$ cat src/rtl/l2_burst_adaptor.sv
// l2_burst_adaptor: bridges whole-line L2 requests (s_line bits) to memory
// bursts of s_line/s_beat beats. Reads assemble beats into a line; writes
// serialise a latched line into beats. One resp_o pulse per line transfer.
// Optional build macro L2_ADAPTOR_PERF_EN adds read/write line counters and
// a stall-cycle counter.
module l2_burst_adaptor #(
  parameter int s_line   = 256,
  parameter int s_beat   = 64,
  parameter int s_offset = 5
) (
  input  logic              clk,
  input  logic              rst,
  input  logic [s_line-1:0] line_i,
  output logic [s_line-1:0] line_o,
  input  logic [31:0]       address_i,
  input  logic              read_i,
  input  logic              write_i,
  output logic              resp_o,
  input  logic [s_beat-1:0] burst_i,
  output logic [s_beat-1:0] burst_o,
  output logic [31:0]       address_o,
  output logic              read_o,
  output logic              write_o,
  input  logic              resp_i
`ifdef L2_ADAPTOR_PERF_EN
  ,
  output logic [31:0]       rd_lines_o,
  output logic [31:0]       wr_lines_o,
  output logic [31:0]       stall_cycles_o
`endif
);

  localparam int n_beats = s_line / s_beat;
  localparam int cnt_w   = $clog2(n_beats);
  localparam logic [cnt_w-1:0] last_beat = cnt_w'(n_beats - 1);
  // Masking keeps every address bit in the datapath while forcing alignment.
  localparam logic [31:0] align_mask = ~((32'd1 << s_offset) - 32'd1);

  typedef enum logic [1:0] {IDLE, RD_BURST, WR_BURST, DONE} state_t;

  state_t             state_reg, state_next;
  logic [cnt_w-1:0]   cnt_reg, cnt_next, cnt_inc;
  logic [s_line-1:0]  buf_reg, buf_next;
  logic [s_line-1:0]  assembled;
  logic [s_beat-1:0]  buf_beats [n_beats];

  logic [s_line-1:0]  line_reg, line_next;
  logic [s_beat-1:0]  burst_reg, burst_next;
  logic [31:0]        addr_reg, addr_next;
  logic               read_reg, read_next;
  logic               write_reg, write_next;
  logic               resp_reg, resp_next;

  assign cnt_inc = cnt_reg + 1'b1;

  // Beat view of the shared line buffer, and the buffer with the incoming
  // read beat merged into the slot selected by the counter.
  generate
    for (genvar gi = 0; gi < n_beats; gi++) begin : g_beat
      assign buf_beats[gi] = buf_reg[gi*s_beat +: s_beat];
      assign assembled[gi*s_beat +: s_beat] =
        (cnt_reg == cnt_w'(gi)) ? burst_i : buf_reg[gi*s_beat +: s_beat];
    end
  endgenerate

  // State and registered outputs; reset returns everything to zero/IDLE.
  always_ff @(posedge clk) begin
    if (rst) begin
      state_reg <= IDLE;
      cnt_reg   <= '0;
      buf_reg   <= '0;
      line_reg  <= '0;
      burst_reg <= '0;
      addr_reg  <= '0;
      read_reg  <= 1'b0;
      write_reg <= 1'b0;
      resp_reg  <= 1'b0;
    end else begin
      state_reg <= state_next;
      cnt_reg   <= cnt_next;
      buf_reg   <= buf_next;
      line_reg  <= line_next;
      burst_reg <= burst_next;
      addr_reg  <= addr_next;
      read_reg  <= read_next;
      write_reg <= write_next;
      resp_reg  <= resp_next;
    end
  end

  // Next-state and next-output logic; request strobes are recomputed each
  // cycle so they drop on the same edge that enters DONE.
  always_comb begin
    state_next = state_reg;
    cnt_next   = cnt_reg;
    buf_next   = buf_reg;
    line_next  = line_reg;
    burst_next = burst_reg;
    addr_next  = addr_reg;
    read_next  = 1'b0;
    write_next = 1'b0;
    resp_next  = 1'b0;
    case (state_reg)
      IDLE: begin
        // Writeback is taken ahead of a fill when both are requested.
        if (write_i) begin
          state_next = WR_BURST;
          addr_next  = address_i & align_mask;
          buf_next   = line_i;
          burst_next = line_i[s_beat-1:0];
          cnt_next   = '0;
          write_next = 1'b1;
        end else if (read_i) begin
          state_next = RD_BURST;
          addr_next  = address_i & align_mask;
          cnt_next   = '0;
          read_next  = 1'b1;
        end
      end
      RD_BURST: begin
        read_next = 1'b1;
        if (resp_i) begin
          buf_next = assembled;
          cnt_next = cnt_inc;
          if (cnt_reg == last_beat) begin
            state_next = DONE;
            read_next  = 1'b0;
            resp_next  = 1'b1;
            line_next  = assembled;
          end
        end
      end
      WR_BURST: begin
        write_next = 1'b1;
        if (resp_i) begin
          cnt_next   = cnt_inc;
          burst_next = buf_beats[cnt_inc];
          if (cnt_reg == last_beat) begin
            state_next = DONE;
            write_next = 1'b0;
            resp_next  = 1'b1;
            burst_next = '0;
          end
        end
      end
      DONE: begin
        state_next = IDLE;
      end
      default: begin
        state_next = IDLE;
      end
    endcase
  end

  assign line_o    = line_reg;
  assign burst_o   = burst_reg;
  assign address_o = addr_reg;
  assign read_o    = read_reg;
  assign write_o   = write_reg;
  assign resp_o    = resp_reg;

`ifdef L2_ADAPTOR_PERF_EN
  logic [31:0] rd_lines_reg, wr_lines_reg, stall_reg;

  // Completed-line and stalled-beat counters; wrap naturally at 2^32.
  always_ff @(posedge clk) begin
    if (rst) begin
      rd_lines_reg <= '0;
      wr_lines_reg <= '0;
      stall_reg    <= '0;
    end else begin
      if (state_reg == RD_BURST && state_next == DONE)
        rd_lines_reg <= rd_lines_reg + 32'd1;
      if (state_reg == WR_BURST && state_next == DONE)
        wr_lines_reg <= wr_lines_reg + 32'd1;
      if ((state_reg == RD_BURST || state_reg == WR_BURST) && !resp_i)
        stall_reg <= stall_reg + 32'd1;
    end
  end

  assign rd_lines_o     = rd_lines_reg;
  assign wr_lines_o     = wr_lines_reg;
  assign stall_cycles_o = stall_reg;
`endif

endmodule

$ cat config.mk
export PLATFORM = sky130hd
export DESIGN_NAME = l2_burst_adaptor
export DESIGN_NICKNAME = d
export VERILOG_FILES = /design/src/rtl/l2_burst_adaptor.sv
export SDC_FILE = /design/constraint.sdc
export NUM_CORES = 1
export LEC_CHECK = 0
export BUFFER_PORTS_ARGS = -buffer_cell sky130_fd_sc_hd__buf_4
export CAP_MARGIN = 40
export CORE_AREA = 2 2 276 278
export CTS_BUF_LIST = sky130_fd_sc_hd__clkbuf_4
export DETAILED_ROUTE_END_ITERATION = 12
export DIE_AREA = 0 0 278 280
export PLACE_DENSITY = 0.6
export SLEW_MARGIN = 30
export SYNTH_ARGS = -nofsm -noshare
export SYNTH_HDL_FRONTEND = slang
export SYNTH_SLANG_ARGS = --single-unit
$ cat constraint.sdc
create_clock -name clk -period 3.38 [get_ports clk]
set_input_delay 0.338 -clock clk [delete_from_list [all_inputs] [get_ports clk]]
set_output_delay 0.338 -clock clk [all_outputs]
set_load 0.02 [all_outputs]
==> report_table.html <==
<table>
<tr><th>Metric</th><th>Value</th></tr>
<tr><th colspan="2">Synth</th></tr>
<tr><td>Synthesized-area fraction occupied by ao, oa, aoi and oai cells</td><td>26.5%</td></tr>
<tr><td>Proportion of register bits with asynchronous set or reset after synthesis</td><td>0%</td></tr>
<tr><td>Post-synth EDFFs</td><td>0</td></tr>
<tr><td>Cell type with the largest total area after synthesis</td><td>sky130_fd_sc_hd__dfxtp_1</td></tr>
<tr><td>Main flop type after synthesis</td><td>sky130_fd_sc_hd__dfxtp_1</td></tr>
<tr><td>Cell area after synthesis</td><td>0.0273 mm^2</td></tr>
<tr><td>Avg Cell Area, Syn</td><td>9.35 um^2</td></tr>
<tr><td>Ranking of synthesized cells by area</td><td>sky130_fd_sc_hd__dfxtp_1 45%, sky130_fd_sc_hd__mux2i_1 9.4%, sky130_fd_sc_hd__a211oi_1 7.7%</td></tr>
<tr><td>Number of synthesized register bits</td><td>610</td></tr>
<tr><td>Adder-cell share of the synthesized area</td><td>0.459%</td></tr>
<tr><td>Synthesis warning total</td><td>0</td></tr>
<tr><td>Number of unique standard cell types used by synthesis</td><td>39</td></tr>
<tr><td>Parity-gate share of the synthesized area counting xor and xnor cells</td><td>0%</td></tr>
<tr><td>Fraction of synthesized area in multiplexers</td><td>14.8%</td></tr>
<tr><td>Fraction of post-synthesis cell area in the top cell type by area</td><td>44.8%</td></tr>
<tr><td>Post-Syn Instances</td><td>2917</td></tr>
<tr><td>Synthesized-area fraction occupied by and/or/nand/nor cells</td><td>8.33%</td></tr>
<tr><td>Combinational family with the most area after synthesis</td><td>compound AO/OA/AOI/OAI gates</td></tr>
<tr><td>Share of the yosys chip area belonging to registers</td><td>44.8%</td></tr>
<tr><th colspan="2">Worst setup path</th></tr>
<tr><td>Worst reg-to-reg setup slack</td><td>0.37 ns</td></tr>
<tr><td>Kind of critical path</td><td>flip-flop to flip-flop</td></tr>
<tr><td>Cell count of the worst reg-to-reg path</td><td>7</td></tr>
<tr><td>Maximum fanout along the worst path</td><td>33</td></tr>
<tr><td>Capturing point of the worst reg2reg path</td><td>buf_reg[213]</td></tr>
<tr><td>Required time of the critical path</td><td>4.25 ns</td></tr>
<tr><td>Data arrival time of the worst path</td><td>3.88 ns</td></tr>
<tr><td>Type of destination of the critical path</td><td>flip-flop</td></tr>
<tr><td>Nature of the critical path startpoint</td><td>flip-flop</td></tr>
<tr><td>Launch instance of the worst register-to-register path</td><td>state_reg[1]</td></tr>
<tr><th colspan="2">Timing</th></tr>
<tr><td>Skew final</td><td>0.0745 ns</td></tr>
<tr><td>Post-route setup TNS</td><td>0 ns</td></tr>
<tr><td>Transition time at the pin with the least slew margin</td><td>0.887 ns</td></tr>
<tr><td>Final period demand of the worst path</td><td>3.01 ns</td></tr>
<tr><td>Setup repair after global routing missed its margin</td><td>false</td></tr>
<tr><td>Headroom to the max-slew limit</td><td>40.9%</td></tr>
<tr><td>Tcrit/Tclk final</td><td>89.1%</td></tr>
<tr><td>Max-slew violation count</td><td>0</td></tr>
<tr><td>Total count of hold-check failures in the final report</td><td>0</td></tr>
<tr><td>Final setup violating endpoints</td><td>0</td></tr>
<tr><td>Max Freq</td><td>332 MHz</td></tr>
<tr><th colspan="2">Global routing</th></tr>
<tr><td>Overall global routing resource usage</td><td>27.9%</td></tr>
<tr><td>First-pass GRT wire length</td><td>170000 um</td></tr>
<tr><td>Pin count of the biggest net entering global routing</td><td>148</td></tr>
<tr><td>Number of antenna violations at the first check in global routing</td><td>12</td></tr>
<tr><td>Via count of the first global-routing pass</td><td>28500</td></tr>
<tr><td>Remaining global-route overflow</td><td>0</td></tr>
<tr><th colspan="2">Power</th></tr>
<tr><td>Power Dens Cells</td><td>814 mW/mm^2</td></tr>
<tr><td>Static leakage</td><td>16.5 nW</td></tr>
<tr><td>Peak supply drop</td><td>0.862 mV</td></tr>
<tr><th colspan="2">Placement</th></tr>
<tr><td>HPWL after detailed placement</td><td>68900 um</td></tr>
<tr><td>Placement-stage cell area</td><td>0.0332 mm^2</td></tr>
<tr><td>Total of buffers placed on input and output ports</td><td>701</td></tr>
<tr><td>Placer congestion estimate</td><td>0.835</td></tr>
<tr><th colspan="2">Drt</th></tr>
<tr><td>Detailed-route via count</td><td>27900</td></tr>
<tr><td>Detail-routed net length per standard cell</td><td>21.8 um</td></tr>
<tr><td>First-pass iteration count of the detailed router</td><td>8</td></tr>
<tr><td>Initial DRC count</td><td>1995</td></tr>
<tr><td>DRC violation count after routing</td><td>0</td></tr>
<tr><td>Via-to-Cell Ratio</td><td>5.41</td></tr>
<tr><td>Total Routed Length</td><td>112000 um</td></tr>
<tr><td>Antenna Nets Post-Route</td><td>0</td></tr>
<tr><th colspan="2">Floorplan</th></tr>
<tr><td>Row cnt</td><td>101</td></tr>
<tr><td>CORE AREA</td><td>0.0752 mm^2</td></tr>
<tr><td>Starting Density</td><td>36.3%</td></tr>
<tr><td>Chip width</td><td>278 um</td></tr>
<tr><td>Die footprint</td><td>0.0778 mm^2</td></tr>
<tr><td>Vertical die dimension</td><td>280 um</td></tr>
<tr><td>Boundary pin count</td><td>712</td></tr>
<tr><th colspan="2">Clock network</th></tr>
<tr><td>Clock latency on the worst-skew pair</td><td>0.99 ns</td></tr>
<tr><td>TritonCTS clock tree</td><td>yes</td></tr>
<tr><td>Clock root buffer</td><td>sky130_fd_sc_hd__clkbuf_4</td></tr>
<tr><td>Sinks on the clock net</td><td>610</td></tr>
<tr><td>Post-CTS setup buffer count</td><td>0</td></tr>
<tr><td>CTS HTree Levels</td><td>4</td></tr>
<tr><td>Maximum buffer depth of the clock tree</td><td>3</td></tr>
<tr><td>Number of buffers created by CTS</td><td>175</td></tr>
<tr><td>Clock edge transition at the registers on the reported setup and hold paths</td><td>0.07 ns</td></tr>
<tr><th colspan="2">Layout</th></tr>
<tr><td>Fraction of final layout cells sized beyond drive strength 1</td><td>29.3%</td></tr>
<tr><td>Area added between synthesis and finish</td><td>48.4%</td></tr>
<tr><td>Final non-filler cell area</td><td>0.0405 mm^2</td></tr>
<tr><td>Net count, final</td><td>4396</td></tr>
<tr><th colspan="2">Job</th></tr>
<tr><td>Max-cap violations</td><td>0</td></tr>
<tr><th colspan="2">Outcome</th></tr>
<tr><td>Outcome</td><td>finished clean</td></tr>
<tr><th colspan="2">Min path</th></tr>
<tr><td>Cells on Worst Hold Path</td><td>4</td></tr>
<tr><td>Hold EP</td><td>line_o[199]</td></tr>
<tr><td>Worst hold start</td><td>burst_i[7]</td></tr>
<tr><td>Path type of the worst min-delay path</td><td>input pin to flip-flop</td></tr>
</table>
[kinds of logic after synthesis]
group / Yosys count
flops: 610
buf+inv: 317
other cells: 1
simple gates: 589
mux: 386
fa+ha+maj: 10
compound gates: 1004
[layout make-up]
cell class,count,area [um^2]
Antenna cell,11,27.5
Clock buffer,271,2030
Clock inverter,48,285
Fill cell,6851,34700
Inverter,6,22.5
Multi-Input combinational cell,1994,13800
Sequential cell,610,12200
Tap cell,978,1220
Timing Repair Buffer,1242,10900
[worst max-delay path, stage by stage, from the launching register on]
cell and delay [ns]:
sky130_fd_sc_hd__dfxtp_1 0.39, sky130_fd_sc_hd__inv_1 0.13, sky130_fd_sc_hd__ha_1 0.32, sky130_fd_sc_hd__nand2b_4 0.44
sky130_fd_sc_hd__and3_4 0.59, sky130_fd_sc_hd__buf_16 0.30, sky130_fd_sc_hd__a211oi_2 0.10, sky130_fd_sc_hd__dlygate4sd3_1 0.57
[how the worst max path moves through the flow]
| stage | startpoint | endpoint | slack [ns] | cells after the start |
|---|---|---|---|---|
| after floorplan | cnt_reg[0] | burst_o[18] | 1.40 | 7 |
| after global placement | state_reg[0] | buf_reg[194] | 0.77 | 5 |
| after detailed placement | state_reg[0] | burst_o[61] | 0.86 | 6 |
| after CTS | state_reg[1] | buf_reg[213] | 0.33 | 7 |
| after global routing | state_reg[1] | buf_reg[213] | 0.24 | 7 |
| final | state_reg[1] | buf_reg[213] | 0.37 | 7 |
[what timing repair did]
item                      CTS  global route
hold endpoints to repair  610             0
resized for setup           0             0
hold buffers              493             0
[power breakdown]
| part | switching, mW | internal [mW] |
|---|---|---|
| sequential | 1.28 | 9.02 |
| combinational | 8.80 | 6.59 |
| clock | 3.41 | 3.82 |
[metal layers]
metal	global-route usage [%]	vias to the layer above	wire length (um)
met2	46.0	1184	53600
met3	7.14	253	8290
li1	-	13100	-
met4	12.0	4	4030
met1	34.4	13300	46500
met5	0	-	19
[layout by cell type, fill, tap and decap left out, types with 64 or more instances in the layout]
cell                              n
sky130_fd_sc_hd__a22o_1         212
sky130_fd_sc_hd__a21oi_1        353
sky130_fd_sc_hd__buf_4          723
sky130_fd_sc_hd__clkbuf_4       271
sky130_fd_sc_hd__mux2i_1        256
sky130_fd_sc_hd__a211oi_1       279
sky130_fd_sc_hd__mux2_2         129
sky130_fd_sc_hd__dfxtp_1        610
sky130_fd_sc_hd__dlygate4sd3_1  493
sky130_fd_sc_hd__nor2_1         426
sky130_fd_sc_hd__nand2_1        144
sky130_fd_sc_hd__a222oi_1        64
[stage by stage]
| stage | power, mW | std cells | hold WS, ns | utilization (%) | worst slack (ns) |
|---|---|---|---|---|---|
| global placement | 24.1 | 4335 | 0.443 | 44.1 | 0.767 |
| finish | 32.9 | 5160 | 0.189 | 53.8 | 0.367 |
| global route | 34.8 | 5158 | 0.0949 | 53.8 | 0.238 |
| detailed placement | 24.3 | 4337 | 0.447 | 44.1 | 0.855 |
| CTS | 33.0 | 5149 | 0.0126 | 53.8 | 0.326 |
| floorplan | 19.7 | 2921 | 0.466 | - | 1.40 |
[synth_stat cells, types with 3 or more instances]
| cell | instances |
|---|---|
| sky130_fd_sc_hd__dfxtp_1 | 610 |
| sky130_fd_sc_hd__nor2_1 | 426 |
| sky130_fd_sc_hd__a21oi_1 | 353 |
| sky130_fd_sc_hd__a211oi_1 | 279 |
| sky130_fd_sc_hd__mux2i_1 | 256 |
| sky130_fd_sc_hd__a22o_1 | 212 |
| sky130_fd_sc_hd__clkbuf_1 | 157 |
| sky130_fd_sc_hd__nand2_1 | 144 |
| sky130_fd_sc_hd__mux2_2 | 130 |
| sky130_fd_sc_hd__buf_2 | 123 |
| sky130_fd_sc_hd__a222oi_1 | 64 |
| sky130_fd_sc_hd__a31oi_1 | 44 |
| sky130_fd_sc_hd__a211oi_2 | 40 |
| sky130_fd_sc_hd__buf_1 | 20 |
| sky130_fd_sc_hd__ha_1 | 10 |
| sky130_fd_sc_hd__buf_4 | 6 |
| sky130_fd_sc_hd__buf_6 | 5 |
| sky130_fd_sc_hd__inv_1 | 5 |
| sky130_fd_sc_hd__a311oi_1 | 3 |
| sky130_fd_sc_hd__nor3b_1 | 3 |
Power figures use the tool's default switching activity.
